<file path="config.mk">
export PLATFORM = sky130hd
export DESIGN_NAME = arena_compositor
export DESIGN_NICKNAME = d
export VERILOG_FILES = /design/src/rtl/arena_compositor.sv
export SDC_FILE = /design/constraint.sdc
export NUM_CORES = 1
export LEC_CHECK = 0
export ABC_CLOCK_PERIOD_IN_PS = 5550
export CELL_PAD_IN_SITES_DETAIL_PLACEMENT = 1
export CELL_PAD_IN_SITES_GLOBAL_PLACEMENT = 2
export CORE_ASPECT_RATIO = 0.7
export CORE_MARGIN = 5
export CORE_UTILIZATION = 32
export CTS_CLUSTER_DIAMETER = 40
export CTS_CLUSTER_SIZE = 25
export DETAILED_ROUTE_END_ITERATION = 16
export PLACE_DENSITY_LB_ADDON = 0.1
export SLEW_MARGIN = 20
export SYNTH_ARGS = -nofsm -noshare
export SYNTH_HDL_FRONTEND = slang
export SYNTH_SLANG_ARGS = --single-unit
</file>
<file path="constraint.sdc">
create_clock -name clk_in -period 5.55 [get_ports clk_in]
set_clock_uncertainty 0.05 [all_clocks]
set_input_delay 0.8325 -clock clk_in [delete_from_list [all_inputs] [get_ports clk_in]]
set_output_delay 0.8325 -clock clk_in [all_outputs]
set_load 0.01 [all_outputs]
</file>
<file path="src/rtl/arena_compositor.sv">
// N-player arena compositor: game-phase FSM, IR start decode, hit-flash timers, health bars
// and a 2-stage priority pixel pipeline. Optional pause mode: define ARENA_COMPOSITOR_PAUSE_EN.
module arena_compositor #(
   parameter int          NUM_PLAYERS  = 2,
   parameter int          HEALTH_W     = 3,
   parameter int          FLASH_FRAMES = 8,
   parameter int          OVER_FRAMES  = 120,
   parameter int          BORDER_X     = 960,
   parameter int          BORDER_Y     = 640,
   parameter int          HB_X0        = 200,
   parameter int          HB_DX        = 360,
   parameter int          HB_Y         = 20,
   parameter logic [31:0] START_KEY    = 32'h20DF_5BA4,
   parameter logic [31:0] ALT_KEY      = 32'h20DF_5AA5,
`ifdef ARENA_COMPOSITOR_PAUSE_EN
   parameter logic [31:0] PAUSE_KEY    = 32'h20DF_10EF,
`endif
   parameter logic [24*NUM_PLAYERS-1:0] PLAYER_COLORS = {24'hFF0000, 24'h0000FF}
) (
   input  logic                            clk_in,
   input  logic                            rst_in,
   input  logic                            nf_in,
   input  logic [10:0]                     hcount_in,
   input  logic [9:0]                      vcount_in,
   input  logic [31:0]                     ir_in,
   input  logic                            ir_valid_in,
   input  logic                            camera_sw,
   input  logic [23:0]                     camera_pixel_in,
   input  logic [23:0]                     start_pixel_in,
   input  logic [NUM_PLAYERS-1:0]          box_hit_in,
   input  logic [NUM_PLAYERS-1:0]          saber_hit_in,
   input  logic [2*NUM_PLAYERS-1:0]        saber_state_in,
   input  logic [HEALTH_W*NUM_PLAYERS-1:0] health_in,
   output logic [23:0]                     pixel_out,
   output logic [1:0]                      state_out,
   output logic [1:0]                      winner_out
);

   localparam int FW       = $clog2(FLASH_FRAMES + 1);
   localparam int OCW      = $clog2(OVER_FRAMES + 1);
   localparam int DEAD_MIN = (NUM_PLAYERS == 1) ? 1 : NUM_PLAYERS - 1;

   typedef enum logic [1:0] {
      ST_START = 2'd0,
      ST_PLAY  = 2'd1,
      ST_OVER  = 2'd2,
      ST_PAUSE = 2'd3
   } state_t;

   state_t               state_q, state_d;
   logic [1:0]           winner_q, winner_d, winnerNext;
   logic [OCW-1:0]       overCnt_q, overCnt_d;
   logic [FW-1:0]        flash_q [NUM_PLAYERS];
   logic [FW-1:0]        flash_d [NUM_PLAYERS];
   logic [HEALTH_W-1:0]  prevHealth_q [NUM_PLAYERS];
   logic [HEALTH_W-1:0]  prevHealth_d [NUM_PLAYERS];
   logic [HEALTH_W-1:0]  health [NUM_PLAYERS];
   logic                 keyPress, pauseKey, overCond;
   int                   deadCnt;

   function automatic logic [23:0] halve(input logic [23:0] c);
      return {1'b0, c[23:17], 1'b0, c[15:9], 1'b0, c[7:1]};
   endfunction

   function automatic logic [23:0] saberColor(input logic [1:0] s);
      case (s)
         2'd0:    return 24'hFFFFFF;
         2'd2:    return 24'h0000FF;
         default: return 24'h00FF00;
      endcase
   endfunction

   assign keyPress = ir_valid_in && (ir_in == START_KEY || ir_in == ALT_KEY);
`ifdef ARENA_COMPOSITOR_PAUSE_EN
   assign pauseKey = ir_valid_in && (ir_in == PAUSE_KEY);
`else
   assign pauseKey = 1'b0;
`endif

   always_comb begin
      deadCnt    = 0;
      winnerNext = 2'd0;
      for (int i = NUM_PLAYERS - 1; i >= 0; i--) begin
         health[i] = health_in[i*HEALTH_W +: HEALTH_W];
         if (health[i] == '0) deadCnt = deadCnt + 1;
         else winnerNext = 2'(i);
      end
   end

   assign overCond = nf_in && (deadCnt >= DEAD_MIN);

   always_ff @(posedge clk_in or posedge rst_in) begin
      if (rst_in) state_q <= ST_START;
      else        state_q <= state_d;
   end

   always_comb begin
      state_d = state_q;
      case (state_q)
         ST_START: if (keyPress) state_d = ST_PLAY;
         ST_PLAY: begin
            if (overCond)      state_d = ST_OVER;
            else if (pauseKey) state_d = ST_PAUSE;
         end
         ST_OVER:  if (nf_in && overCnt_q == OCW'(1)) state_d = ST_START;
         ST_PAUSE: if (pauseKey) state_d = ST_PLAY;
         default:  state_d = ST_START;
      endcase
   end

   // Per-frame bookkeeping; pause simply never enters the PLAY branches, which freezes it all.
   always_comb begin
      winner_d     = winner_q;
      overCnt_d    = overCnt_q;
      flash_d      = flash_q;
      prevHealth_d = prevHealth_q;
      if (state_q == ST_START && keyPress) begin
         for (int i = 0; i < NUM_PLAYERS; i++) flash_d[i] = '0;
      end
      if (state_q == ST_PLAY && nf_in) begin
         for (int i = 0; i < NUM_PLAYERS; i++) begin
            prevHealth_d[i] = health[i];
            if (health[i] < prevHealth_q[i]) flash_d[i] = FW'(FLASH_FRAMES);
            else if (flash_q[i] != '0)       flash_d[i] = flash_q[i] - 1'b1;
         end
      end
      if (state_q == ST_PLAY && state_d == ST_OVER) begin
         winner_d  = winnerNext;
         overCnt_d = OCW'(OVER_FRAMES);
      end
      if (state_q == ST_OVER && nf_in && overCnt_q != '0) overCnt_d = overCnt_q - 1'b1;
   end

   always_ff @(posedge clk_in or posedge rst_in) begin
      if (rst_in) begin
         winner_q  <= 2'd0;
         overCnt_q <= '0;
         for (int i = 0; i < NUM_PLAYERS; i++) begin
            flash_q[i]      <= '0;
            prevHealth_q[i] <= '1;
         end
      end else begin
         winner_q     <= winner_d;
         overCnt_q    <= overCnt_d;
         flash_q      <= flash_d;
         prevHealth_q <= prevHealth_d;
      end
   end

   int          hx, vy;
   logic        borderHit_d, barHit_d, saberHit_d, boxHit_d;
   logic [23:0] barColor_d, saberColor_d, boxColor_d, bg_d, overColor_d;
   logic        borderHit_q, barHit_q, saberHit_q, boxHit_q;
   logic [23:0] barColor_q, saberColor_q, boxColor_q, bg_q, overColor_q, startPix_q;
   state_t      stateS1_q;

   assign hx = int'(hcount_in);
   assign vy = int'(vcount_in);

   // Layer decode; loops run high-to-low so the lowest player index ends up winning.
   always_comb begin
      borderHit_d  = (hx == BORDER_X && vy <= BORDER_Y) || (vy == BORDER_Y && hx <= BORDER_X);
      barHit_d     = 1'b0;
      barColor_d   = 24'h0;
      saberHit_d   = 1'b0;
      saberColor_d = 24'h0;
      boxHit_d     = 1'b0;
      boxColor_d   = 24'h0;
      overColor_d  = 24'h0;
      bg_d         = camera_sw ? camera_pixel_in : 24'h0;
      for (int i = NUM_PLAYERS - 1; i >= 0; i--) begin
         if (hx >= HB_X0 + i * HB_DX && hx < HB_X0 + i * HB_DX + int'(health[i]) * 16 &&
             vy >= HB_Y && vy < HB_Y + 10) begin
            barHit_d   = 1'b1;
            barColor_d = PLAYER_COLORS[24*i +: 24];
         end
         if (saber_hit_in[i]) begin
            saberHit_d   = 1'b1;
            saberColor_d = saberColor(saber_state_in[2*i +: 2]);
         end
         if (box_hit_in[i]) begin
            boxHit_d   = 1'b1;
            boxColor_d = (flash_q[i] != '0) ? 24'hFFFFFF : PLAYER_COLORS[24*i +: 24];
         end
         if (winner_q == 2'(i)) overColor_d = halve(PLAYER_COLORS[24*i +: 24]);
      end
   end

   always_ff @(posedge clk_in or posedge rst_in) begin
      if (rst_in) begin
         borderHit_q  <= 1'b0;
         barHit_q     <= 1'b0;
         saberHit_q   <= 1'b0;
         boxHit_q     <= 1'b0;
         barColor_q   <= 24'h0;
         saberColor_q <= 24'h0;
         boxColor_q   <= 24'h0;
         bg_q         <= 24'h0;
         overColor_q  <= 24'h0;
         startPix_q   <= 24'h0;
         stateS1_q    <= ST_START;
      end else begin
         borderHit_q  <= borderHit_d;
         barHit_q     <= barHit_d;
         saberHit_q   <= saberHit_d;
         boxHit_q     <= boxHit_d;
         barColor_q   <= barColor_d;
         saberColor_q <= saberColor_d;
         boxColor_q   <= boxColor_d;
         bg_q         <= bg_d;
         overColor_q  <= overColor_d;
         startPix_q   <= start_pixel_in;
         stateS1_q    <= state_q;
      end
   end

   logic [23:0] playPix, pixel_d, pixel_q;

   always_comb begin
      if (borderHit_q)     playPix = 24'hFFFFFF;
      else if (barHit_q)   playPix = barColor_q;
      else if (saberHit_q) playPix = saberColor_q;
      else if (boxHit_q)   playPix = boxColor_q;
      else                 playPix = bg_q;
      case (stateS1_q)
         ST_START: pixel_d = startPix_q;
         ST_PLAY:  pixel_d = playPix;
         ST_OVER:  pixel_d = borderHit_q ? 24'hFFFFFF : overColor_q;
         default:  pixel_d = halve(playPix);
      endcase
   end

   always_ff @(posedge clk_in or posedge rst_in) begin
      if (rst_in) pixel_q <= 24'h0;
      else        pixel_q <= pixel_d;
   end

   assign pixel_out  = pixel_q;
   assign state_out  = state_q;
   assign winner_out = winner_q;

endmodule

</file>
## Word level (Yosys, flattened, before mapping)

Index checks and enable logic that the tools add are counted.

| storage, ports and cells | value |
|---|---|
| flip-flop bits (word level) | 199 |
| input port bits | 120 |
| output and inout bits | 28 |
| word-level logic and storage cells | 120 |

| cells by class | value |
|---|---|
| add/sub/neg operators | 6 |
| magnitude comparators | 11 |
| eq/ne operators | 14 |
| multiplexer cells | 41 |
| reductions and logical operators | 29 |

Operators by type and width:

| cell | number |
|---|---|
| 24-bit two-way mux | 14 |
| 24-bit one-hot mux with 2 select lines | 2 |
| 24-bit one-hot mux with 3 select lines | 1 |
| 32-bit by 30-bit equality test with 1-bit output, second input constant | 2 |
| 32-bit by 2-bit adder with 32-bit output, second input constant | 1 |
| 32-bit by 2-bit >= comparator with 1-bit output, second input constant | 1 |
| 32-bit two-way mux | 1 |
| 23-bit two-way mux | 1 |
| 1-bit logical AND | 16 |
| 16-bit two-way mux | 1 |
| 4-bit two-way mux | 4 |
| 8-bit two-way mux | 2 |
| 7-bit two-way mux | 2 |
| 2-bit equality test, second input constant | 6 |
| 10-bit by 7-bit adder with 11-bit output, first input constant | 1 |
| 11-bit equality test, second input constant | 1 |
| 11-bit by 10-bit >= comparator with 1-bit output, second input constant | 1 |
| 11-bit by 8-bit >= comparator with 1-bit output, second input constant | 1 |
| 11-bit by 10-bit less-or-equal comparator with 1-bit output, second input constant | 1 |
| 11-bit less-than comparator | 1 |
| 11-bit by 9-bit less-than comparator with 1-bit output | 1 |
| 10-bit equality test, second input constant | 1 |
| 10-bit by 5-bit >= comparator with 1-bit output, second input constant | 1 |
| 10-bit less-or-equal comparator, second input constant | 1 |
| 16 further kinds | 37 |

## Longest topological paths before layout

| logic depth | value |
|---|---|
| word-level depth | 12 |
| gate-level depth with buffers | 7 |
| mapped depth without buffers | 7 |

## Worst setup path after synthesis

No wires, ideal clock.

| path | value |
|---|---|
| path kind | input -> register |
| start | in health_in[3] |
| end | reg barHit_q |
| library setup time | 101 ps |
| data arrival time | 1,918 ps |
| data required time | 5,399 ps |
| setup slack | 3,481 ps |
| cell stages on the path | 7 |
| path buffers | 0 |
| path through | inv_1 > ha_1 > ha_1 > o21a_1 > o21a_1 > o21a_1 > o32ai_1 |

| between the ends | value |
|---|---|
| word-level cells in the longest chain between the ends | 7 |

RTL lines:

| what | RTL line | text |
|---|---|---|
| from (decl) | 33 | `input logic [HEALTH_W*NUM_PLAYERS-1:0] health_in,` |
| 10-bit by 7-bit adder with 11-bit output | 172 | `if (hx >= HB_X0 + i * HB_DX && hx < HB_X0 + i * HB_DX + int'(health[i]) * 16 &&` |
| 11-bit less-than comparator | 172 |  |
| 1-bit logical AND (2 in a row) | 172 |  |
| 1-bit logical AND | 173 | `vy >= HB_Y && vy < HB_Y + 10) begin` |
| 1-bit two-way mux (2 in a row) | 172 |  |
| named net barHit_d | 151 | `logic borderHit_d, barHit_d, saberHit_d, boxHit_d;` |
| to (signal assigned) | 204 | `barHit_q <= barHit_d;` |
| to (decl) | 153 | `logic borderHit_q, barHit_q, saberHit_q, boxHit_q;` |

The timed path passes the listed nets, and every way through them passes these cells.
A chain may end at the register's enable or synchronous reset.

## Worst setup path after layout

| path | value |
|---|---|
| start | in nf_in |
| end | reg overCnt_q[3] |

| between the ends | value |
|---|---|
| word-level cells in the longest chain between the ends | 6 |
| elaborated cells between the ends (all ways) | 11 |
| those cells by class | 1 x eq/ne; 4 x mux; 6 x reduce/logical |

RTL lines:

| what | RTL line | text |
|---|---|---|
| from (decl) | 22 | `input logic nf_in,` |
| 1-bit logical AND, on equally long branches | 105, 90 |  |
| 2-bit two-way mux, on equally long branches | 105, 102 |  |
| 2-bit one-hot mux with 4 select lines | 99 | `case (state_q)` |
| 2-bit equality test | 127 | `if (state_q == ST_PLAY && state_d == ST_OVER) begin` |
| 1-bit logical AND | 127 |  |
| 2-bit nonzero test (no line) | -- |  |
| to (signal assigned) | 144 | `overCnt_q <= overCnt_d;` |
| to (decl) | 52 | `logic [OCW-1:0] overCnt_q, overCnt_d;` |

Several ways; a longest one is shown, not always the timed one.

==> summary.md <==
| Metric | Value |
|---|---|
| Number of global-route vias before repair | `4536` |
| Mean Syn Cell Area | `10.4 um2` |
| Combinational Power Share | `0.122` |
| Period utilization | `0.488` |
| Reg-to-reg startpoint | `state_out[1]$_DFF_PP0_` |
| GPL Wtd Cong | `0.792` |
| Fin. Hold Viols | `0` |
| Max Cap Violations | `0` |
| Clock sink count | `112` |
| Placed cell area | `6800 um2` |
| Clk_lat worst skew | `0.35 ns` |
| Setup Fix Bufs, Post-CTS | `0` |
| Crit. End Element | `flop` |
| Sequential fraction of the synthesis area | `0.545` |
| Maximum vdd ir drop | `146 uV` |
| Final setup violation count | `0` |
| Hold path depth | `0` |
| Final #Nets | `773` |
| Grt total ovfl | `0` |
| CTS tree | `built` |
| H-Tree Depth | `3` |
| Placed cells | `823` |
| Sw Pwr | `417 uW` |
| F_max | `0.369 GHz` |
| Clk pin slew, worst setup/hold paths | `0.07 ns` |
| Root buffer cell | `clkbuf_16` |
| Yosys reg bits | `112` |
| Core area | `15600 um2` |
| Final Non-Filler Cells | `839` |
| Fin util | `0.453` |
| YS warnings | `0` |
| Worst hold endpoint | `overColor_q[21]$_DFF_PP0_` |
| Clk pwr share | `0.377` |
| Hold wc startpoint | `winner_out[0]$_DFFE_PP0P_` |
| Post-CTS Resized | `0` |
| Wirelength per Cell | `17.8 um` |
| Final Critical Period | `2.71 ns` |
| RSZ-0062 raised after global routing | `false` |
| Final WL | `14900 um` |
| R2R depth | `4` |
| Most common cell after layout, fill and taps aside | `clkdlybuf4s50_1` |
| Syn Nets | `633` |
| Leakage | `2.95 nW` |
| Setup TNS | `0 ns` |
| Commonest cells after routing, fill and taps aside | `146 x clkdlybuf4s50_1, 106 x dfrtp_1, 43 x nor2_1` |
| Hold_buf cts | `0` |
| Die area | `18800 um2` |
| GRT Total Usage | `0.160` |
| Main synth FF type | `dfrtp_1` |
| Drt pass-1 iters | `4` |
| Die H | `116 um` |
| Vias/cell | `5.00` |
| Die Wd | `162 um` |
| FF-to-FF setup slack | `3.30 ns` |
| Cells after synthesis | `494` |
| CP Class | `in -> reg` |
| Port Buffers | `146` |
| Clock buffer count from CTS | `9` |
| Seq pwr share | `0.501` |
| Max Root-Sink Buffers | `2` |
| Synthesized cell area | `5160 um2` |
| EDFF count, synth | `0` |
| Share of layout cells above drive strength 1 | `0.0595` |
| Via count | `4191` |
| Initial Util | `0.330` |
| First-pass GRT wire length | `24100 um` |
| 1st-iter DRT viols | `179` |
| Max-slew violation count | `0` |
| Outcome | `finished, final reports clean` |
| DR DRC count | `0` |
| Worst setup SP type | `input port` |
| Pwr/cell area | `242 nW/um2` |
| Req. time, crit path | `5.75 ns` |
| FFs w/ async S/R, synth | `1.00` |
| Netlist cell types | `54` |
| Crit path DAT | `2.91 ns` |
| Std-Cell Rows | `38` |
| Reg-to-Reg End | `overCnt_q[3]$_DFFE_PP0P_` |
| Post-DP HPWL | `11600 um` |
| Post-Place Setup Slack | `2.43 ns` |
| Fillcell total | `1741` |
| Sw Share | `0.244` |
| Antenna-violating nets left | `0` |
| Finished Cell Area | `7090 um2` |
| Measured slew at the worst slew-check pin | `1.09 ns` |
| Worst min path class | `reg -> reg` |
| Rel. slew slack | `0.273` |
| Antenna Cells | `0` |
| Int Power | `1.30 mW` |
| I/O pins | `148` |
| Worst-path fanout max | `26` |
| Initial antenna violation count | `1` |
| Area Growth Syn to Fin | `37.5%` |
| Final worst slack | `2.84 ns` |
| Largest net degree at the start of global routing | `64` |
[power by group through the flow]
stage               Clock (mW)  Sequential, mW  Combinational, mW
floorplan                    0           0.874             0.0736
global placement             0           0.875              0.205
detailed placement           0           0.875              0.211
CTS                      0.670           0.859              0.212
global route             0.700           0.862              0.230
finish                   0.646           0.859              0.209
[critical path, stage by stage]
cell and delay [ns]:
clkdlybuf4s50_1 0.54, nand3b_1 0.66, a21oi_1 0.55, nor3_1 0.09, a211oi_1 0.24
[synth_stat cells (all sizes together) (2+ instances only)]
library cell    n  share of area
nand2          31          0.023
dfrtp         106           0.51
nor4            2         0.0082
and4            2         0.0036
and4b           2         0.0039
dfstp           6          0.031
o22ai           3         0.0036
nand4           3         0.0036
buf             8         0.0099
clkbuf         11         0.0080
o21a            3         0.0044
nor3           11          0.011
xor2            2         0.0034
nand2b          6         0.0073
nand3           5         0.0048
and2           24          0.029
a211o           2         0.0034
inv            37          0.027
a21o            7          0.010
nor3b           3         0.0044
a311oi          2         0.0046
nor2           43          0.031
o21ai          32          0.031
nor4bb          3         0.0058
mux2i           6          0.012
a21oi          37          0.037
nand3b          5         0.0073
a31oi           2         0.0024
nor4b           4         0.0080
ha             19          0.046
nor2b          12          0.015
o31ai           6         0.0087
a211oi          4         0.0058
o211ai          9          0.013
o32a            7          0.014
or2             3         0.0036
o32ai          17          0.029
[flip-flops by register name (all words and copies together) (netlist names)]
register      count
bg_q             24
pixel_out        24
startPix_q       24
flash_q           8
overCnt_q         7
prevHealth_q      6
boxColor_q        3
saberColor_q      3
barColor_q        2
overColor_q       2
stateS1_q         2
state_out         2
barHit_q          1
borderHit_q       1
boxHit_q          1
saberHit_q        1
winner_out        1
[stage by stage]
step	power, mW	hold WS, ns
final	1.71	0.361
after global routing	1.79	0.384
after CTS	1.74	0.369
after detailed placement	1.09	0.351
after global placement	1.08	0.354
after floorplan	0.947	0.325
[kinds of logic after synthesis]
family,Yosys count,share of synthesized area
flip-flops,112,0.545
other,1,0.000727
buffers and inverters,56,0.0449
XOR/XNOR,2,0.00340
AND/OR/NAND/NOR,163,0.175
adder cells (fa/ha/maj),19,0.0461
multiplexers,7,0.0138
AO/OA/AOI/OAI,134,0.172
[layout make-up]
type	count	area, um2	area share
flip-flops and latches	112	2810	0.396
multi-input cells	326	2120	0.299
repair buffers	148	1480	0.208
well taps	200	250	0.0353
clock buffers	10	239	0.0337
inverters	37	141	0.0199
clock inverters	6	57.6	0.00811
[worst max path at each step]
| stage | depth (start not counted) | slack (ns) | from | endpoint |
|---|---|---|---|---|
| finish | 5 | 2.84 | nf_in | overCnt_q[3]$_DFFE_PP0P_ |
| global route | 5 | 2.64 | nf_in | overCnt_q[3]$_DFFE_PP0P_ |
| CTS | 5 | 2.83 | nf_in | overCnt_q[3]$_DFFE_PP0P_ |
| detailed placement | 5 | 2.43 | nf_in | overCnt_q[3]$_DFFE_PP0P_ |
| global placement | 5 | 2.48 | nf_in | overCnt_q[0]$_DFFE_PP0P_ |
| floorplan | 1 | 1.72 | rst_in | barColor_q[22]$_DFF_PP0_ |
[layer usage]
metal | vias up | wire, um | track usage
met1 | 2056 | 7510 | 0.234
met2 | 97 | 6310 | 0.231
li1 | 2022 | - | -
met5 | - | 13 | 0
met4 | 2 | 184 | 0.0389
met3 | 14 | 897 | 0.0501
Power figures use the tool's default switching activity.
